--- config.mk ---
export PLATFORM = sky130hd
export DESIGN_NAME = seq_match_ctrl_flat
export DESIGN_NICKNAME = d
export VERILOG_FILES = /design/src/rtl/seq_match_pkg.sv /design/src/rtl/seq_match_ctrl_if.sv /design/src/rtl/seq_match_window.sv /design/src/rtl/seq_match_ctrl.sv /design/src/flat_wrapper.sv
export SDC_FILE = /design/constraint.sdc
export NUM_CORES = 1
export LEC_CHECK = 0
export ABC_AREA = 1
export BUFFER_PORTS_ARGS = -buffer_cell sky130_fd_sc_hd__buf_2
export CORE_UTILIZATION = 30
export CTS_BUF_LIST = sky130_fd_sc_hd__clkbuf_8
export DETAILED_ROUTE_END_ITERATION = 10
export PLACE_DENSITY = 0.55
export SLEW_MARGIN = 0
export SYNTH_ARGS = -nofsm -noshare
export SYNTH_HDL_FRONTEND = slang
export SYNTH_HIERARCHICAL = 1
export SYNTH_SLANG_ARGS = --single-unit
--- constraint.sdc ---
create_clock -name clk -period 5.4 [get_ports clk]
set_input_delay 0.54 -clock clk [delete_from_list [all_inputs] [get_ports clk]]
set_output_delay 0.54 -clock clk [all_outputs]
set_load 0.005 [all_outputs]
--- src/rtl/seq_match_pkg.sv ---
// Shared definitions for the serial pattern-match controller.
//   state_e      : controller state (idle, armed, done)
//   DEF_*        : default widths for the controller and its interface
//   len_legal()  : true when a requested pattern length is within 1..maxlen
package seq_match_pkg;

    localparam int unsigned DEF_MAXLEN = 8;
    localparam int unsigned DEF_LENW   = 4;
    localparam int unsigned DEF_CNTW   = 8;

    typedef enum logic [1:0] {
        StIdle  = 2'd0,
        StArmed = 2'd1,
        StDone  = 2'd2
    } state_e;

    function automatic logic len_legal(input int unsigned len, input int unsigned maxlen);
        return (len != 0) && (len <= maxlen);
    endfunction

endpackage

--- src/rtl/seq_match_ctrl_if.sv ---
// Handshake/bus bundle for seq_match_ctrl.
//   cfg_*      : configuration load (pattern, length, overlap mode, target count)
//   arm/disarm : start / abort matching
//   bit_valid/bit_in : qualified serial stream
//   match, match_count, armed, done, cfg_err : status back from the controller
// master drives configuration and stream; slave is the controller.
interface seq_match_ctrl_if
    import seq_match_pkg::*;
#(
    parameter int unsigned MAXLEN = DEF_MAXLEN,
    parameter int unsigned LENW   = DEF_LENW,
    parameter int unsigned CNTW   = DEF_CNTW
) ();

    logic              cfg_we;
    logic [MAXLEN-1:0] cfg_pattern;
    logic [LENW-1:0]   cfg_len;
    logic              cfg_overlap;
    logic [CNTW-1:0]   cfg_target;
    logic              arm;
    logic              disarm;
    logic              bit_valid;
    logic              bit_in;
    logic              match;
    logic [CNTW-1:0]   match_count;
    logic              armed;
    logic              done;
    logic              cfg_err;

    modport master (
        output cfg_we, cfg_pattern, cfg_len, cfg_overlap, cfg_target,
        output arm, disarm, bit_valid, bit_in,
        input  match, match_count, armed, done, cfg_err
    );

    modport slave (
        input  cfg_we, cfg_pattern, cfg_len, cfg_overlap, cfg_target,
        input  arm, disarm, bit_valid, bit_in,
        output match, match_count, armed, done, cfg_err
    );

endinterface

--- src/rtl/seq_match_window.sv ---
// Sliding bit window for the pattern matcher.
//   clk, rst : clock, asynchronous active-high reset
//   clear    : empty the window (arming)
//   shift    : accept bit_in into the window this cycle
//   flush    : together with shift, empty the window instead (non-overlap match)
//   bit_in   : incoming serial bit
//   pattern  : pattern, bit [len-1] first received
//   len      : active pattern length, 1..MAXLEN
//   hit      : window plus bit_in matches the low len pattern bits (unqualified)
module seq_match_window #(
    parameter int unsigned MAXLEN = 8,
    parameter int unsigned LENW   = 4
) (
    input  logic              clk,
    input  logic              rst,
    input  logic              clear,
    input  logic              shift,
    input  logic              flush,
    input  logic              bit_in,
    input  logic [MAXLEN-1:0] pattern,
    input  logic [LENW-1:0]   len,
    output logic              hit
);

    // Only MAXLEN-1 history bits are kept: the oldest bit of a MAXLEN-bit
    // history would shift out before it could ever be compared.
    logic [MAXLEN-2:0] hist_q;
    logic [LENW-1:0]   fill_q;
    logic [MAXLEN-1:0] window;
    logic [MAXLEN-1:0] mask;

    assign window = {hist_q, bit_in};

    always_comb begin
        mask = '0;
        for (int i = 0; i < MAXLEN; i++) begin
            mask[i] = (LENW'(i) < len);
        end
    end

    assign hit = (fill_q >= (len - LENW'(1))) && (((window ^ pattern) & mask) == '0);

    always_ff @(posedge clk or posedge rst) begin
        if (rst) begin
            hist_q <= '0;
            fill_q <= '0;
        end else if (clear) begin
            hist_q <= '0;
            fill_q <= '0;
        end else if (shift) begin
            if (flush) begin
                hist_q <= '0;
                fill_q <= '0;
            end else begin
                hist_q <= window[MAXLEN-2:0];
                if (fill_q != LENW'(MAXLEN)) begin
                    fill_q <= fill_q + LENW'(1);
                end
            end
        end
    end

endmodule

--- src/rtl/seq_match_ctrl.sv ---
// Programmable serial pattern-match controller.
//   clk, rst : clock, asynchronous active-high reset
//   bus      : seq_match_ctrl_if.slave -- configuration load, arm/disarm,
//              serial stream in; match (combinational), match_count, armed,
//              done, cfg_err (registered) out.
// Config is accepted only while not armed; an illegal or mistimed load leaves
// the config untouched and pulses cfg_err for one cycle.
module seq_match_ctrl
    import seq_match_pkg::*;
#(
    parameter int unsigned MAXLEN = DEF_MAXLEN,
    parameter int unsigned LENW   = DEF_LENW,
    parameter int unsigned CNTW   = DEF_CNTW
) (
    input logic             clk,
    input logic             rst,
    seq_match_ctrl_if.slave bus
);

    state_e            state_q;
    logic [MAXLEN-1:0] pattern_q;
    logic [LENW-1:0]   len_q;
    logic              overlap_q;
    logic [CNTW-1:0]   target_q;
    logic [CNTW-1:0]   count_q;
    logic              armed_q;
    logic              done_q;
    logic              cfg_err_q;

    logic              hit;
    logic              match;
    logic              arm_go;
    logic              cfg_ok;
    logic              reach;
    logic [CNTW-1:0]   count_inc;

    // Disarm wins over arm; arm only acts from idle or done.
    assign arm_go    = bus.arm & ~bus.disarm & ~armed_q;
    assign cfg_ok    = ~armed_q & len_legal(32'(bus.cfg_len), MAXLEN);
    assign match     = armed_q & bus.bit_valid & hit;
    assign count_inc = (&count_q) ? count_q : count_q + CNTW'(1);
    assign reach     = (target_q != '0) && (count_inc == target_q);

    seq_match_window #(
        .MAXLEN (MAXLEN),
        .LENW   (LENW)
    ) u_window (
        .clk     (clk),
        .rst     (rst),
        .clear   (arm_go),
        .shift   (armed_q & bus.bit_valid),
        .flush   (match & ~overlap_q),
        .bit_in  (bus.bit_in),
        .pattern (pattern_q),
        .len     (len_q),
        .hit     (hit)
    );

    always_ff @(posedge clk or posedge rst) begin
        if (rst) begin
            state_q   <= StIdle;
            pattern_q <= '0;
            len_q     <= LENW'(1);
            overlap_q <= 1'b0;
            target_q  <= '0;
            count_q   <= '0;
            armed_q   <= 1'b0;
            done_q    <= 1'b0;
            cfg_err_q <= 1'b0;
        end else begin
            cfg_err_q <= 1'b0;
            if (bus.cfg_we) begin
                if (cfg_ok) begin
                    pattern_q <= bus.cfg_pattern;
                    len_q     <= bus.cfg_len;
                    overlap_q <= bus.cfg_overlap;
                    target_q  <= bus.cfg_target;
                end else begin
                    cfg_err_q <= 1'b1;
                end
            end

            unique case (state_q)
                StIdle: begin
                    if (arm_go) begin
                        state_q <= StArmed;
                        armed_q <= 1'b1;
                        count_q <= '0;
                    end
                end
                StArmed: begin
                    // A match on the disarm cycle still counts.
                    if (match) begin
                        count_q <= count_inc;
                    end
                    if (bus.disarm) begin
                        state_q <= StIdle;
                        armed_q <= 1'b0;
                    end else if (match && reach) begin
                        state_q <= StDone;
                        armed_q <= 1'b0;
                        done_q  <= 1'b1;
                    end
                end
                StDone: begin
                    if (bus.disarm) begin
                        state_q <= StIdle;
                        done_q  <= 1'b0;
                    end else if (arm_go) begin
                        state_q <= StArmed;
                        armed_q <= 1'b1;
                        done_q  <= 1'b0;
                        count_q <= '0;
                    end
                end
                default: begin
                    state_q <= StIdle;
                    armed_q <= 1'b0;
                    done_q  <= 1'b0;
                end
            endcase
        end
    end

    assign bus.match       = match;
    assign bus.match_count = count_q;
    assign bus.armed       = armed_q;
    assign bus.done        = done_q;
    assign bus.cfg_err     = cfg_err_q;

endmodule

--- src/flat_wrapper.sv ---
// flat-port wrapper written by rule: the top's interface ports become plain ports
module seq_match_ctrl_flat import seq_match_pkg::*;
#(
    parameter int unsigned MAXLEN = DEF_MAXLEN,
    parameter int unsigned LENW   = DEF_LENW,
    parameter int unsigned CNTW   = DEF_CNTW
)
  (clk, rst, bus_cfg_we, bus_cfg_pattern, bus_cfg_len, bus_cfg_overlap, bus_cfg_target, bus_arm, bus_disarm, bus_bit_valid, bus_bit_in, bus_match, bus_match_count, bus_armed, bus_done, bus_cfg_err);
  seq_match_ctrl_if #(.MAXLEN(MAXLEN), .LENW(LENW), .CNTW(CNTW)) bus_i ();
  input logic clk;
  input logic rst;
  input wire logic [$bits(bus_i.cfg_we)-1:0] bus_cfg_we;
  input wire logic [$bits(bus_i.cfg_pattern)-1:0] bus_cfg_pattern;
  input wire logic [$bits(bus_i.cfg_len)-1:0] bus_cfg_len;
  input wire logic [$bits(bus_i.cfg_overlap)-1:0] bus_cfg_overlap;
  input wire logic [$bits(bus_i.cfg_target)-1:0] bus_cfg_target;
  input wire logic [$bits(bus_i.arm)-1:0] bus_arm;
  input wire logic [$bits(bus_i.disarm)-1:0] bus_disarm;
  input wire logic [$bits(bus_i.bit_valid)-1:0] bus_bit_valid;
  input wire logic [$bits(bus_i.bit_in)-1:0] bus_bit_in;
  output wire logic [$bits(bus_i.match)-1:0] bus_match;
  output wire logic [$bits(bus_i.match_count)-1:0] bus_match_count;
  output wire logic [$bits(bus_i.armed)-1:0] bus_armed;
  output wire logic [$bits(bus_i.done)-1:0] bus_done;
  output wire logic [$bits(bus_i.cfg_err)-1:0] bus_cfg_err;
  assign bus_i.cfg_we = bus_cfg_we;
  assign bus_i.cfg_pattern = bus_cfg_pattern;
  assign bus_i.cfg_len = bus_cfg_len;
  assign bus_i.cfg_overlap = bus_cfg_overlap;
  assign bus_i.cfg_target = bus_cfg_target;
  assign bus_i.arm = bus_arm;
  assign bus_i.disarm = bus_disarm;
  assign bus_i.bit_valid = bus_bit_valid;
  assign bus_i.bit_in = bus_bit_in;
  assign bus_match = bus_i.match;
  assign bus_match_count = bus_i.match_count;
  assign bus_armed = bus_i.armed;
  assign bus_done = bus_i.done;
  assign bus_cfg_err = bus_i.cfg_err;
  seq_match_ctrl #(.MAXLEN(MAXLEN), .LENW(LENW), .CNTW(CNTW)) u_core (.clk(clk), .rst(rst), .bus(bus_i));
endmodule
==> out/metrics.yaml <==
synth-simple-area-share_pct: 28.7
postLayoutCellArea_um2: 3120
htree_num_levels: 2
grt_pass1_vias: 2402
slew_headroom_pct: 63.0
reg2reg_from: "u_core/len_q[0]$_DFFE_PP1P_"
regArea_um2: 1130
root_buffer: "clkbuf_8"
synth-adder-area-share_pct: 4.64
drt.antenna.violating_nets: 0
antenna_cells: 0
synth-xor-area-share_pct: 2.27
post_cts_buffers: 0
fin_util_pct: 35.8
synth_top_family_by_area: "simple AND/OR/NAND/NOR gates"
worst_setup_path_end_kind: "output port"
path_clk_slew_ns: 0.09
synth_area_leaders: "dfrtp_1, nand2_1, inv_1"
crit_arrival_ns: 2.41
synth.most_common_cell: "nand2_1"
wirelength_mm: 6.06
synth-seq-cells: 45
overflow: 0
crit_slowest_cell: "dfstp_2"
max_freq_mhz: 339
path_buf_inv: 3
worst-setup-path-type: "reg2out"
period_share_pct: 54.6
cts_buffer_depth: 2
core.rowCount: 34
io_pins: 40
seq_area_frac_synth_pct: 41.8
route.detailed.drc: 0
crit_required_ns: 4.86
cts_inserted_buffers: 5
area_growth_pct: 15.7
synth_compound_area_share_pct: 8.82
finClkSkew_ns: 0.00930
synth.largest_area_cell: "dfrtp_1"
io_buffer_count: 39
multi_input_area_um2: 1310
synthArstFlopShare_pct: 100
coreArea_um2: 8720
place_area_um2: 3030
synth_top_area_share_pct: 40.9
start_util_pct: 30.9
ctsHoldBuffers: 0
grt_max_degree: 33
cts_num_sinks: 45
nFillCells: 939
synthDistinctLibCells: 28
worstReg2RegEnd: "u_core/bus.done$_DFFE_PP0P_"
worst-r2r-setup-slack_ns: 2.74
tritoncts: "built"
slowest_delay_ns: 0.56
grtUsageTotal_pct: 14.0
grt_setup_unrepaired: "no"
layout_min_cycle_time_ns: 2.95
wl_per_cell_um: 11.8
antenna_found_initial: 0
crit_chain: "inv_1 > ha_1 > xnor2_1 > ha_1 > nand2_1 > o21ai_0 > nor2_1 > nor2_2 > nand2_1 > inv_1 > buf_2"
worst_pin_slew_ns: 0.553
vias: 2354
synth_nets: 396
start_kind: "register"
timing.setup.tns_ns: 0
min_path_type: "in2async"
power_density_nw_per_um2: 431
synthMuxAreaShare_pct: 4.18
yosys-top-cells-count: "nand2_1, inv_1, dfrtp_1"
setup-violations-final: 0
hold_viol: 0
maxSlewViolCount: 0
clk_latency_ns: 0.30
status: "complete, no violations"
cts_resized: 0
maxCapViolations: 0
final_cells: 512
fin_nets: 441
drt_iter0_markers: 108
avgSynthCellArea_um2: 7.53
netlist_instances: 358
grt_first_pass_wirelength_mm: 10.8
globalplace.congestion: 0.857
die-area_um2: 9370
firstDrtPassIters: 5
power_leakage_nw: 1.69
worst_ir_drop_vdd_uv: 189
die_x_um: 96.8
dpl.cell_count: 504
synth_edf_count: 0
crit_family: "flip-flops"
vias_per_cell: 4.60
worst-path-max-fanout: 6
ys.flop_type: "dfrtp_1"
yosys_warnings: 6
r2r_cells: 17
dp_hpwl_mm: 4.79
syn_area_um2: 2700
die_h_um: 96.8
drive_above_1_share_pct: 18.8
worst register-to-register path, stage by stage, from the launching register on:
cell and delay [ns]:
dfstp_2 0.56, inv_1 0.07, ha_1 0.25, xnor2_1 0.14, ha_1 0.28, nand2_1 0.06
o21ai_0 0.17, nor2_1 0.07, nor2_2 0.09, nand2_1 0.10, nor2_1 0.11, nand2_1 0.06
nor2_1 0.10, nand3_1 0.11, o21bai_1 0.20, nand3_1 0.09, nand2_1 0.06, nand2_1 0.04
placed cells by master (no fill, tap or decap), types with 2 or more instances in the layout:
cell,count
nand2_1,98
inv_1,64
dfrtp_1,44
buf_2,39
nor2_1,31
nand3_1,28
a21oi_1,11
o22ai_1,11
mux2_2,10
ha_1,10
o21ai_0,9
clkbuf_8,6
nand4_1,6
nor2_2,6
o21ai_1,5
xor2_1,4
nor2_4,3
xnor2_1,3
inv_2,3
nand3_2,2
buf_4,2
nand3b_1,2
final cells by class:
type / count / share of cell area (%)
well taps: 108 / 4.33
inverters: 65 / 7.83
clock inverters: 2 / 0.241
flip-flops and latches: 45 / 36.2
multi-input cells: 245 / 42.1
clock buffers: 6 / 2.65
repair buffers: 41 / 6.74
layer usage:
metal	routed length, µm	vias up	track usage [%]	share of wire (%)
met1	2790	1077	17.0	46
met3	234	7	2.46	3.9
met4	73	0	3.90	1.2
met2	2960	50	25.2	49
met5	0	-	0	0
li1	-	1220	-	-
through the flow:
step / setup slack (ns) / hold WS, ns / power, W
5_1_grt: 2.24 / 0.268 / 0.00148
6_report: 2.45 / 0.229 / 0.00134
3_5_place_dp: 2.75 / 0.460 / 0.00115
3_3_place_gp: 2.83 / 0.481 / 0.00113
2_1_floorplan: 2.99 / 0.392 / 0.000997
4_1_cts: 2.44 / 0.236 / 0.00136
state kept, by name, summed over array words and instances, names as in the netlist:
name                    cells
u_core/bus.armed            1
u_core/bus.cfg_err          1
u_core/bus.done             1
u_core/bus.match_count      8
u_core/len_q                4
u_core/overlap_q            1
u_core/pattern_q            8
u_core/state_q              2
u_core/target_q             8
u_core/u_window/fill_q      4
u_core/u_window/hist_q      7
worst max path at each step:
stage	from	to	slack (ns)	cells past startpoint
3_5_place_dp	u_core/len_q[0]$_DFFE_PP1P_	u_core/bus.done$_DFFE_PP0P_	2.75	17
4_1_cts	u_core/len_q[0]$_DFFE_PP1P_	bus_match	2.44	11
2_1_floorplan	u_core/len_q[0]$_DFFE_PP1P_	u_core/bus.done$_DFFE_PP0P_	2.99	17
3_3_place_gp	u_core/len_q[0]$_DFFE_PP1P_	u_core/bus.done$_DFFE_PP0P_	2.83	17
6_report	u_core/len_q[0]$_DFFE_PP1P_	bus_match	2.45	11
5_1_grt	u_core/len_q[0]$_DFFE_PP1P_	bus_match	2.24	11
cells by family after synthesis:
kind of cell             after synthesis
buffers and inverters                 68
AND/OR/NAND/NOR                      177
multiplexers                          10
AO/OA/AOI/OAI                         41
flip-flops                            45
adder cells (fa/ha/maj)               10
XOR/XNOR                               7
power by group:
| part | internal [W] | leakage, nW | switching (W) |
|---|---|---|---|
| Clock | 0.000101 | 0.0538 | 0.000111 |
| Combinational | 0.000239 | 1.07 | 0.000335 |
| Sequential | 0.000461 | 0.562 | 0.0000976 |
Note: power is estimated with default switching activity, not from simulation.
